--- src/rtl/shift_xfer_ctrl.sv ---
// Full-duplex word exchange sequencer driving an external 4-function shift register.
// Loads a word, issues WIDTH shift pulses every DIV cycles, then presents the received word.
module shift_xfer_ctrl #(
  parameter int WIDTH = 4,
  parameter int DIV   = 1
) (
  input  logic             clk,
  input  logic             rst_n,
  input  logic             tx_valid_i,
  output logic             tx_ready_o,
  input  logic [WIDTH-1:0] tx_word_i,
  input  logic             dir_i,
  input  logic             sdi_i,
  output logic             sdo_o,
  output logic             busy_o,
  output logic             rx_valid_o,
  input  logic             rx_ready_i,
  output logic [WIDTH-1:0] rx_word_o,
  output logic [1:0]       sr_funct_o,
  output logic [WIDTH-1:0] sr_word_o,
  output logic             sr_serial_o,
  input  logic [WIDTH-1:0] sr_q_i
);

  localparam int BW = $clog2(WIDTH + 1);
  localparam int DW = (DIV > 1) ? $clog2(DIV) : 1;
  localparam logic [DW-1:0] DIV_RELOAD = DW'(DIV - 1);
  localparam logic [BW-1:0] LAST_BIT   = BW'(WIDTH - 1);

  localparam logic [1:0] FN_NA    = 2'b00;
  localparam logic [1:0] FN_LOAD  = 2'b01;
  localparam logic [1:0] FN_LEFT  = 2'b10;
  localparam logic [1:0] FN_RIGHT = 2'b11;

  typedef enum logic [1:0] {S_IDLE, S_LOAD, S_SHIFT, S_DONE} state_t;

  state_t           state_q;
  logic [WIDTH-1:0] word_q;
  logic             dir_q;
  logic [DW-1:0]    div_cnt_q, div_cnt_d;
  logic [BW-1:0]    bit_cnt_q;
  logic             pulse_q;
  logic             busy_q;
  logic [1:0]       funct_q;
  logic             rx_valid_q;
  logic [WIDTH-1:0] rx_word_q;
  logic [1:0]       shift_fn;
  logic             last_pulse;
  logic             pulse_d;

  assign shift_fn   = dir_q ? FN_RIGHT : FN_LEFT;
  assign div_cnt_d  = (div_cnt_q == '0) ? DIV_RELOAD : div_cnt_q - 1'b1;
  assign last_pulse = pulse_q && (bit_cnt_q == LAST_BIT);
  // pulse_q/funct_q are computed one cycle ahead so the funct code comes straight from flops
  assign pulse_d    = (div_cnt_d == '0) && !last_pulse;

  always_ff @(posedge clk or negedge rst_n) begin
    if (!rst_n) begin
      state_q    <= S_IDLE;
      word_q     <= '0;
      dir_q      <= 1'b0;
      div_cnt_q  <= '0;
      bit_cnt_q  <= '0;
      pulse_q    <= 1'b0;
      busy_q     <= 1'b0;
      funct_q    <= FN_NA;
      rx_valid_q <= 1'b0;
      rx_word_q  <= '0;
    end else begin
      if (rx_valid_q && rx_ready_i) rx_valid_q <= 1'b0;
      case (state_q)
        S_IDLE: begin
          if (tx_valid_i && tx_ready_o) begin
            word_q  <= tx_word_i;
            dir_q   <= dir_i;
            busy_q  <= 1'b1;
            funct_q <= FN_LOAD;
            state_q <= S_LOAD;
          end
        end
        S_LOAD: begin
          div_cnt_q <= DIV_RELOAD;
          bit_cnt_q <= '0;
          pulse_q   <= (DIV == 1);
          funct_q   <= (DIV == 1) ? shift_fn : FN_NA;
          state_q   <= S_SHIFT;
        end
        S_SHIFT: begin
          div_cnt_q <= div_cnt_d;
          pulse_q   <= pulse_d;
          funct_q   <= pulse_d ? shift_fn : FN_NA;
          if (pulse_q) bit_cnt_q <= bit_cnt_q + 1'b1;
          if (last_pulse) begin
            busy_q  <= 1'b0;
            state_q <= S_DONE;
          end
        end
        S_DONE: begin
          rx_word_q  <= sr_q_i;
          rx_valid_q <= 1'b1;
          state_q    <= S_IDLE;
        end
        default: state_q <= S_IDLE;
      endcase
    end
  end

  assign tx_ready_o  = (state_q == S_IDLE) && !rx_valid_q;
  assign busy_o      = busy_q;
  assign rx_valid_o  = rx_valid_q;
  assign rx_word_o   = rx_word_q;
  assign sr_funct_o  = funct_q;
  assign sr_word_o   = word_q;
  assign sr_serial_o = pulse_q & sdi_i;
  assign sdo_o       = (state_q == S_SHIFT) ? (dir_q ? sr_q_i[0] : sr_q_i[WIDTH-1]) : 1'b0;

endmodule

--- config.mk ---
export PLATFORM = sky130hd
export DESIGN_NAME = shift_xfer_ctrl
export DESIGN_NICKNAME = d
export VERILOG_FILES = /design/src/rtl/shift_xfer_ctrl.sv
export SDC_FILE = /design/constraint.sdc
export NUM_CORES = 1
export LEC_CHECK = 0
export ABC_AREA = 1
export BUFFER_PORTS_ARGS = -buffer_cell sky130_fd_sc_hd__buf_4
export CAP_MARGIN = 20
export CORE_UTILIZATION = 49
export CTS_CLUSTER_SIZE = 12
export DETAILED_ROUTE_END_ITERATION = 10
export PLACE_DENSITY = 0.77
export SETUP_SLACK_MARGIN = 0.02
export SLEW_MARGIN = 10
export SYNTH_ARGS = -nofsm -noshare
export SYNTH_HDL_FRONTEND = slang
export SYNTH_SLANG_ARGS = --single-unit
--- constraint.sdc ---
create_clock -name clk -period 1.4 [get_ports clk]
set_input_delay 0.28 -clock clk [delete_from_list [all_inputs] [get_ports clk]]
set_output_delay 0.28 -clock clk [all_outputs]
set_load 0.005 [all_outputs]
==> impl_metrics.tcl, run 1 <==
set metrics [dict create \
    status "finished, violations left" \
    violations "negative setup slack" \
    dieArea_um2 2100 \
    relSlewSlack 0.837 \
    die_h_um 45.9 \
    pin_count 29 \
    path_buf_inv 2 \
    p_per_area_nw_per_um2 2310 \
    cp.required_ns 1.12 \
    rsz0062_at_grt "true" \
    final_core_util 0.742 \
    drv_cap 0 \
    worstPathArrival_ns 1.27 \
    ctsLongestPathBuffers 2 \
    die_x_um 45.9 \
    grt_pass1_wl_mm 3.19 \
    via_count 844 \
    hold_ws_ns 0.141 \
    placed_area_um2 1210 \
    end_kind "primary output" \
    clock_sinks 19 \
    synthesis.nets 131 \
    ctsHtreeMaxLevel 1 \
    seq_area_frac_synth 0.504 \
    route.antenna.remaining_nets 0 \
    clkTransAtPathRegs_ns 0.11 \
    antenna_found_initial 0 \
    leakage_nw 0.709 \
    clock.fmax_mhz 645 \
    max_stage_delay_ns 0.40 \
    place_ws_ns 0.0773 \
    synth_cell_type_count 16 \
    ir_drop_uv 1490 \
    grt_pass1_vias 781 \
    setup_viol 2 \
    critPathMaxFanout 3 \
    cts_inserted_buffers 3 \
    fin_crit_ns 1.55 \
    synth_area_um2 943 \
    layout-drive-gt1-share 0.373 \
    place_hpwl_mm 1.50 \
    worst_pin_slew_ns 0.245 \
    fin_worst_skew_ns 0.00100 \
    drv_slew 0 \
    drt-initial-drc-count 15 \
    grt_max_degree 20 \
    area_growth_pct 38.7 \
    grt.overflow.total 0 \
    wire_per_inst_um 11.5 \
    fin_cells 175 \
    grt_usage 0.216 \
    drc 0 \
    place_inst 167 \
    io_buffers 28 \
    num_rows 15 \
    slowest_stage "dfrtp_1" \
    path_class "flop to primary output" \
    hold_class "primary input to flop" \
    num_antenna_cells 0 \
    drtPass1Iterations 4 \
    worst_slack_ns -0.150 \
    avgSynthCellArea_um2 8.58 \
    hold_viol_final 0 \
    cpLargestDelayFamily "flip-flops" \
    viasPerCell 4.82 \
    fillers 149 \
    root_buffer "clkbuf_4" \
    start_util 0.535 \
    synth-seq-cells 19 \
    place_congestion 0.753 \
    drt_wl_total_mm 2.01 \
    nNetsFinal 172 \
    core_um2 1760 \
    syn_inst 110 \
    setup.worst_path.start_class "flop" \
    cts_tree "done" \
    layout_worst_path_cycle_share 1.11 \
    yosysWarnings 0 \
    fin_area_um2 1310 \
    path_cells "inv_2 > ha_4 > o21ai_1 > a21oi_1 > buf_4" \
    clock_latency_ns 0.30 \
]
==> synth_stat cells, drive strengths merged <==
cell type,count,share of area
dfrtp,19,0.50
clkinv,2,0.0080
a21oi,4,0.021
nand2,45,0.19
nor2,3,0.020
inv,12,0.048
ha,7,0.093
o22ai,1,0.0066
o21ai,6,0.032
nand3,10,0.066
or2,1,0.0066
==> worst paths after layout <==
path,from,to,slack [ns],cells after the start
setup / recovery,state_q[0]$_DFFE_PN0P_,sdo_o,-0.15,5
hold / removal,rx_ready_i,rx_valid_o$_DFFE_PN0P_,0.14,2
setup reg to reg,state_q[0]$_DFFE_PN0P_,state_q[0]$_DFFE_PN0P_,0.09,6
hold reg to reg,rx_word_o[2]$_DFFE_PN0P_,rx_word_o[2]$_DFFE_PN0P_,0.48,2
max in group asynchronous,rst_n,state_q[1]$_DFFE_PN0P_,0.81,2
min in group asynchronous,rst_n,pulse_q$_DFFE_PN0P_,0.38,2
==> repair_timing <==
item | in CTS | in global routing
endpoints found under the hold margin | 19 | 0
pin swaps | 0 | 1
setup buffers | 0 | 3
resized for setup | 6 | 3
setup endpoints to repair | 2 | 6
hold buffers | 1 | 0
==> power breakdown <==
part	switching, W	internal, W	leakage (nW)
Sequential	0.000189	0.000815	0.232
Combinational	0.000896	0.000842	0.459
Clock	0.000169	0.000107	0.0177
==> registers in the layout (all words and copies together) (netlist names) <==
signal	cells
bit_cnt_q	3
busy_o	1
dir_q	1
pulse_q	1
rx_valid_o	1
rx_word_o	4
sr_funct_o	2
sr_word_o	4
state_q	2
==> through the flow <==
| stage | setup TNS [ns] | total power, W |
|---|---|---|
| 6_report | -0.286 | 0.00302 |
| 5_1_grt | -0.436 | 0.00331 |
| 4_1_cts | -0.306 | 0.00292 |
| 3_5_place_dp | 0 | 0.00256 |
| 3_3_place_gp | 0 | 0.00248 |
| 2_1_floorplan | 0 | 0.00190 |
==> logic make-up after synthesis <==
kind of cell | after synthesis | synth area share
DFF | 19 | 0.504
adders and majority gates | 7 | 0.0928
buffers and inverters | 14 | 0.0557
and+or+nand+nor | 59 | 0.288
AOI/OAI and AO/OA | 11 | 0.0597
==> layer usage <==
metal,GRT usage,part of all wire,vias to the layer above,wire length (µm)
met5,0,0,-,0
met4,0.0882,0.012,0,24
met3,0.0357,0.040,4,81
met2,0.349,0.47,23,951
met1,0.286,0.47,388,949
li1,-,-,429,-
==> final cells by class <==
type | count | area, µm² | share of cell area
timing repair buffer | 36 | 273 | 0.208
clock inverter | 1 | 5.00 | 0.00382
sequential | 19 | 477 | 0.364
inverter | 14 | 52.6 | 0.0402
clock buffer | 3 | 22.5 | 0.0172
multi-input combinational | 77 | 448 | 0.342
tap | 25 | 31.3 | 0.0239
==> placed cells by master, fill, tap and decap left out <==
| cell type | n |
|---|---|
| nor2_4 | 1 |
| nand2_2 | 3 |
| nand3_1 | 9 |
| nand3_4 | 1 |
| dlygate4sd3_1 | 1 |
| clkinv_2 | 1 |
| o22ai_1 | 1 |
| nand2_1 | 41 |
| or2_2 | 1 |
| o21ai_2 | 1 |
| o21ai_1 | 5 |
| dfrtp_1 | 18 |
| ha_1 | 5 |
| nand2_4 | 1 |
| a21oi_2 | 1 |
| inv_2 | 5 |
| nor2_1 | 2 |
| dfrtp_2 | 1 |
| inv_1 | 7 |
| clkinv_1 | 2 |
| a21oi_1 | 3 |
| buf_4 | 35 |
| ha_4 | 2 |
| clkbuf_4 | 3 |
Note: power is estimated with default switching activity, not from simulation.
==> inputs of run 2 (changes only) <==
--- a/config.mk
+++ b/config.mk
@@ -8,12 +8,12 @@
 export ABC_AREA = 1
 export BUFFER_PORTS_ARGS = -buffer_cell sky130_fd_sc_hd__buf_4
 export CAP_MARGIN = 20
-export CORE_UTILIZATION = 49
+export CORE_UTILIZATION = 50
+export CTS_BUF_LIST = sky130_fd_sc_hd__clkbuf_8
 export CTS_CLUSTER_SIZE = 12
 export DETAILED_ROUTE_END_ITERATION = 10
-export PLACE_DENSITY = 0.77
+export PLACE_DENSITY = 0.78
 export SETUP_SLACK_MARGIN = 0.02
-export SLEW_MARGIN = 10
 export SYNTH_ARGS = -nofsm -noshare
 export SYNTH_HDL_FRONTEND = slang
 export SYNTH_SLANG_ARGS = --single-unit
==> impl_metrics.tcl, run 2 (synthesized netlist as in run 1, its figures left out) <==
set metrics [dict create \
    pin_count 29 \
    start_util 0.541 \
    path_cells "inv_2 > ha_4 > o21ai_1 > a21oi_1 > buf_4" \
    cts_inserted_buffers 3 \
    worst_slack_ns -0.0819 \
    area_growth_pct 46.3 \
    grt.overflow.total 0 \
    hold_viol_final 0 \
    die_x_um 45.4 \
    antenna_found_initial 0 \
    hold_ws_ns 0.205 \
    num_rows 15 \
    die_h_um 45.4 \
    drt-initial-drc-count 24 \
    relSlewSlack 0.839 \
    r2r_slack_ns 0.05 \
    setup.worst_path.start_class "flop" \
    fin_crit_ns 1.48 \
    route.antenna.remaining_nets 0 \
    worstPathArrival_ns 1.20 \
    root_buffer "clkbuf_8" \
    place_congestion 0.740 \
    worst_pin_slew_ns 0.241 \
    drt_wl_total_mm 2.42 \
    cts_tree "done" \
    hold_class "primary input to flop" \
    clock_sinks 19 \
    final_common_cell "nand2_1" \
    grt_usage 0.237 \
    final_core_util 0.791 \
    drv_cap 0 \
    max_stage_delay_ns 0.39 \
    cp.required_ns 1.12 \
    grt_max_degree 20 \
    ctsLongestPathBuffers 2 \
    drc 0 \
    status "finished, violations left" \
    wire_per_inst_um 13.5 \
    slowest_stage "dfrtp_1" \
    viasPerCell 5.07 \
    grt_pass1_vias 801 \
    leakage_nw 0.752 \
    drv_slew 0 \
    place_ws_ns 0.0636 \
    cpLargestDelayFamily "flip-flops" \
    fin_tns_setup_ns -0.152 \
    path_class "flop to primary output" \
    dieArea_um2 2060 \
    place_hpwl_mm 1.47 \
    io_buffers 28 \
    ir_drop_uv 1500 \
    clock_latency_ns 0.25 \
    grt_pass1_wl_mm 3.42 \
    fillers 126 \
    setup_viol 2 \
    ctsHtreeMaxLevel 1 \
    nNetsFinal 176 \
    layout_worst_path_cycle_share 1.06 \
    p_per_area_nw_per_um2 2420 \
    rsz0062_at_grt "true" \
    power_w 0.00334 \
    core_um2 1750 \
    final_cell_mix "nand2_1, buf_4, dfrtp_1" \
    via_count 907 \
    path_buf_inv 2 \
    end_kind "primary output" \
    critPathMaxFanout 3 \
    clock.fmax_mhz 675 \
    drtPass1Iterations 6 \
    violations "negative setup slack" \
    fin_worst_skew_ns 0.00160 \
    clkTransAtPathRegs_ns 0.07 \
    layout-drive-gt1-share 0.409 \
    num_antenna_cells 0 \
]
run 2: cell count changes in the layout (fill, tap and decap cells not counted), sizes merged:
cell / before / now
buf: 35 / 39
clkinv: 3 / 0
inv: 12 / 15
run 2: path summary, 6_finish.rpt:
check                                    startpoint                   endpoint  depth (start not counted)
min                                      rx_ready_i     rx_valid_o$_DFFE_PN0P_                          2
min reg2reg                sr_word_o[2]$_DFFE_PN0P_   sr_word_o[2]$_DFFE_PN0P_                          2
max                          state_q[0]$_DFFE_PN0P_                      sdo_o                          5
max reg2reg                bit_cnt_q[0]$_DFFE_PN0P_  sr_funct_o[1]$_DFFE_PN0P_                          7
max in group asynchronous                     rst_n     state_q[1]$_DFFE_PN0P_                          2
min in group asynchronous                     rst_n   bit_cnt_q[1]$_DFFE_PN0P_                          2
run 2: worst register-to-register path, stage by stage, from the launching register on:
cell     delay, ns
dfrtp_1       0.39
ha_1          0.20
ha_1          0.19
nand2_2       0.11
nand2_2       0.11
a21oi_2       0.15
nand2_1       0.07
nand2_1       0.07
run 2: cell type report:
class	count	area, µm²	share of cell area
Multi-Input combinational cell	77	455	0.330
Timing Repair Buffer	40	319	0.231
Clock buffer	3	41.3	0.0299
Tap cell	25	31.3	0.0227
Inverter	14	52.6	0.0381
Sequential cell	19	477	0.345
Clock inverter	1	3.75	0.00272
run 2: power by group:
part / internal (W) / switching (W)
clock: 0.000195 / 0.000175
sequential: 0.000817 / 0.000200
combinational: 0.000953 / 0.00100
total: 0.00196 / 0.00138
run 2: routing by layer:
| layer | track usage | share of wire | wire length [µm] | up-vias |
|---|---|---|---|---|
| met5 | 0 | 0 | 0 | - |
| met4 | 0.115 | 0.019 | 46 | 0 |
| met3 | 0.0397 | 0.057 | 139 | 8 |
| met2 | 0.406 | 0.50 | 1220 | 44 |
| met1 | 0.284 | 0.42 | 1010 | 424 |
| li1 | - | - | - | 431 |
run 2: repair_timing:
| item | in CTS | in global routing |
|---|---|---|
| endpoints found under the setup margin | 2 | 10 |
| pin swaps | 2 | 3 |
| hold endpoints to repair | 19 | 0 |
| buffers inserted | 4 | 3 |
| gates resized for setup | 8 | 7 |
| hold buffers | 1 | 0 |
run 2: stage by stage:
stage / instances / cell area, µm²
finish: 179 / 1380
global placement: 167 / 1210
floorplan: 110 / 943
global route: 179 / 1380
detailed placement: 167 / 1210
CTS: 176 / 1330
==> inputs of run 3 (changes only) <==
--- a/config.mk
+++ b/config.mk
@@ -12,7 +12,8 @@
 export CTS_BUF_LIST = sky130_fd_sc_hd__clkbuf_8
 export CTS_CLUSTER_SIZE = 12
 export DETAILED_ROUTE_END_ITERATION = 10
-export PLACE_DENSITY = 0.78
+export PLACE_DENSITY = 0.79
+export REMOVE_ABC_BUFFERS = 1
 export SETUP_SLACK_MARGIN = 0.02
 export SYNTH_ARGS = -nofsm -noshare
 export SYNTH_HDL_FRONTEND = slang
==> constraint.sdc (replaced) <==
create_clock -name clk -period 1.4 [get_ports clk]
set_input_delay 0.42 -clock clk [delete_from_list [all_inputs] [get_ports clk]]
set_output_delay 0.42 -clock clk [all_outputs]
set_load 0.005 [all_outputs]
==> impl_metrics.tcl, run 3 (synthesized netlist as in run 1, its figures left out) <==
set metrics [dict create \
    clock.fmax_mhz 620 \
    slowest_stage "dfrtp_1" \
    ir_drop_uv 1530 \
    drv_cap 0 \
    place_hpwl_mm 1.53 \
    final_common_cell "buf_4" \
    dieArea_um2 2060 \
    die_x_um 45.4 \
    power_w 0.00349 \
    max_stage_delay_ns 0.39 \
    die_h_um 45.4 \
    relSlewSlack 0.844 \
    grt_pass1_wl_mm 3.48 \
    cp.required_ns 0.98 \
    place_congestion 0.775 \
    antenna_found_initial 0 \
    ctsLongestPathBuffers 2 \
    placed_area_um2 1230 \
    via_count 909 \
    area_growth_pct 49.7 \
    num_rows 15 \
    drt_wl_total_mm 2.47 \
    hold_ws_ns 0.0174 \
    setup.worst_path.start_class "flop" \
    path_class "flop to primary output" \
    wire_per_inst_um 13.9 \
    drc 0 \
    num_antenna_cells 0 \
    cts_inserted_buffers 3 \
    leakage_nw 0.751 \
    fin_crit_ns 1.61 \
    violations "negative setup slack" \
    hold_viol_final 0 \
    nNetsFinal 175 \
    grt_max_degree 20 \
    pin_count 29 \
    end_kind "primary output" \
    critPathMaxFanout 3 \
    worst_slack_ns -0.213 \
    core_um2 1750 \
    final_cell_mix "buf_4, nand2_1, dfrtp_1" \
    hold_class "primary input to asynchronous set/reset pin" \
    setup_viol 3 \
    status "finished, violations left" \
    layout-drive-gt1-share 0.471 \
    io_buffers 28 \
    clock_latency_ns 0.26 \
    cts_tree "done" \
    layout_worst_path_cycle_share 1.15 \
    route.antenna.remaining_nets 0 \
    rsz0062_at_grt "true" \
    fin_area_um2 1410 \
    root_buffer "clkbuf_8" \
    clkTransAtPathRegs_ns 0.07 \
    clock_sinks 19 \
    fin_worst_skew_ns 0.00200 \
    grt_usage 0.238 \
    place_ws_ns -0.00259 \
    p_per_area_nw_per_um2 2470 \
    viasPerCell 5.11 \
    hold_buffers 0 \
    grt.overflow.total 0 \
    path_cells "inv_2 > ha_4 > o21ai_2 > a21oi_2 > buf_4" \
    grt_pass1_vias 839 \
    worstPathArrival_ns 1.19 \
    drv_slew 0 \
    drt-initial-drc-count 30 \
    ctsHtreeMaxLevel 1 \
    start_util 0.541 \
    worst_pin_slew_ns 0.234 \
    drtPass1Iterations 4 \
]
-- run 3: critical path: cells and delay by family, from the launching register on --
kind	cells	cell delay (ns)
adder cells (fa/ha/maj)	1	0.15
buffers and inverters	2	0.23
AO/OA/AOI/OAI	2	0.17
flip-flops	1	0.39
-- run 3: area by class of cell --
type / count / area, µm²
sequential: 19 / 478
multi-input combinational: 77 / 507
fill: 120 / 333
timing repair buffer: 39 / 297
clock inverter: 1 / 3.75
clock buffer: 3 / 41.3
tap: 25 / 31.3
inverter: 14 / 55.1
-- run 3: where the power goes --
group          switching, W  total [W]  internal (W)
registers          0.000211    0.00103      0.000820
logic               0.00109    0.00208      0.000988
clock network      0.000183   0.000378      0.000195
total               0.00149    0.00349       0.00200
-- run 3: final timing paths --
path                                     startpoint                  endpoint  slack (ns)  cells after the start
min in group clk                         rx_ready_i    rx_valid_o$_DFFE_PN0P_        0.33                      2
max in group asynchronous                     rst_n    state_q[1]$_DFFE_PN0P_        1.17                      1
max reg2reg                  state_q[1]$_DFFE_PN0P_    state_q[0]$_DFFE_PN0P_       -0.01                      6
max                          state_q[0]$_DFFE_PN0P_                     sdo_o       -0.21                      5
min                                           rst_n  rx_word_o[0]$_DFFE_PN0P_        0.02                      1
min reg2reg                rx_word_o[2]$_DFFE_PN0P_  rx_word_o[2]$_DFFE_PN0P_        0.48                      2
-- run 3: per-layer routing --
metal | vias up | part of all wire | GRT usage
met3 | 7 | 0.049 | 0.0397
li1 | 430 | - | -
met4 | 0 | 0.024 | 0.109
met1 | 429 | 0.44 | 0.301
met5 | - | 0 | 0
met2 | 43 | 0.49 | 0.394
-- run 3: stage by stage --
stage	utilization	cells	TNS (ns)
5_1_grt	0.809	178	-0.524
6_report	0.809	178	-0.435
2_1_floorplan	-	110	0
3_5_place_dp	0.705	169	-0.00278
4_1_cts	0.736	174	-0.492
3_3_place_gp	0.705	169	0
-- run 3: what timing repair did --
action                     CTS  global route
hold endpoints to repair     0             0
setup endpoints to repair    6            10
pin swaps                    0             6
gates resized for setup      2            26
cloned                       0             0
buffers inserted             1             7
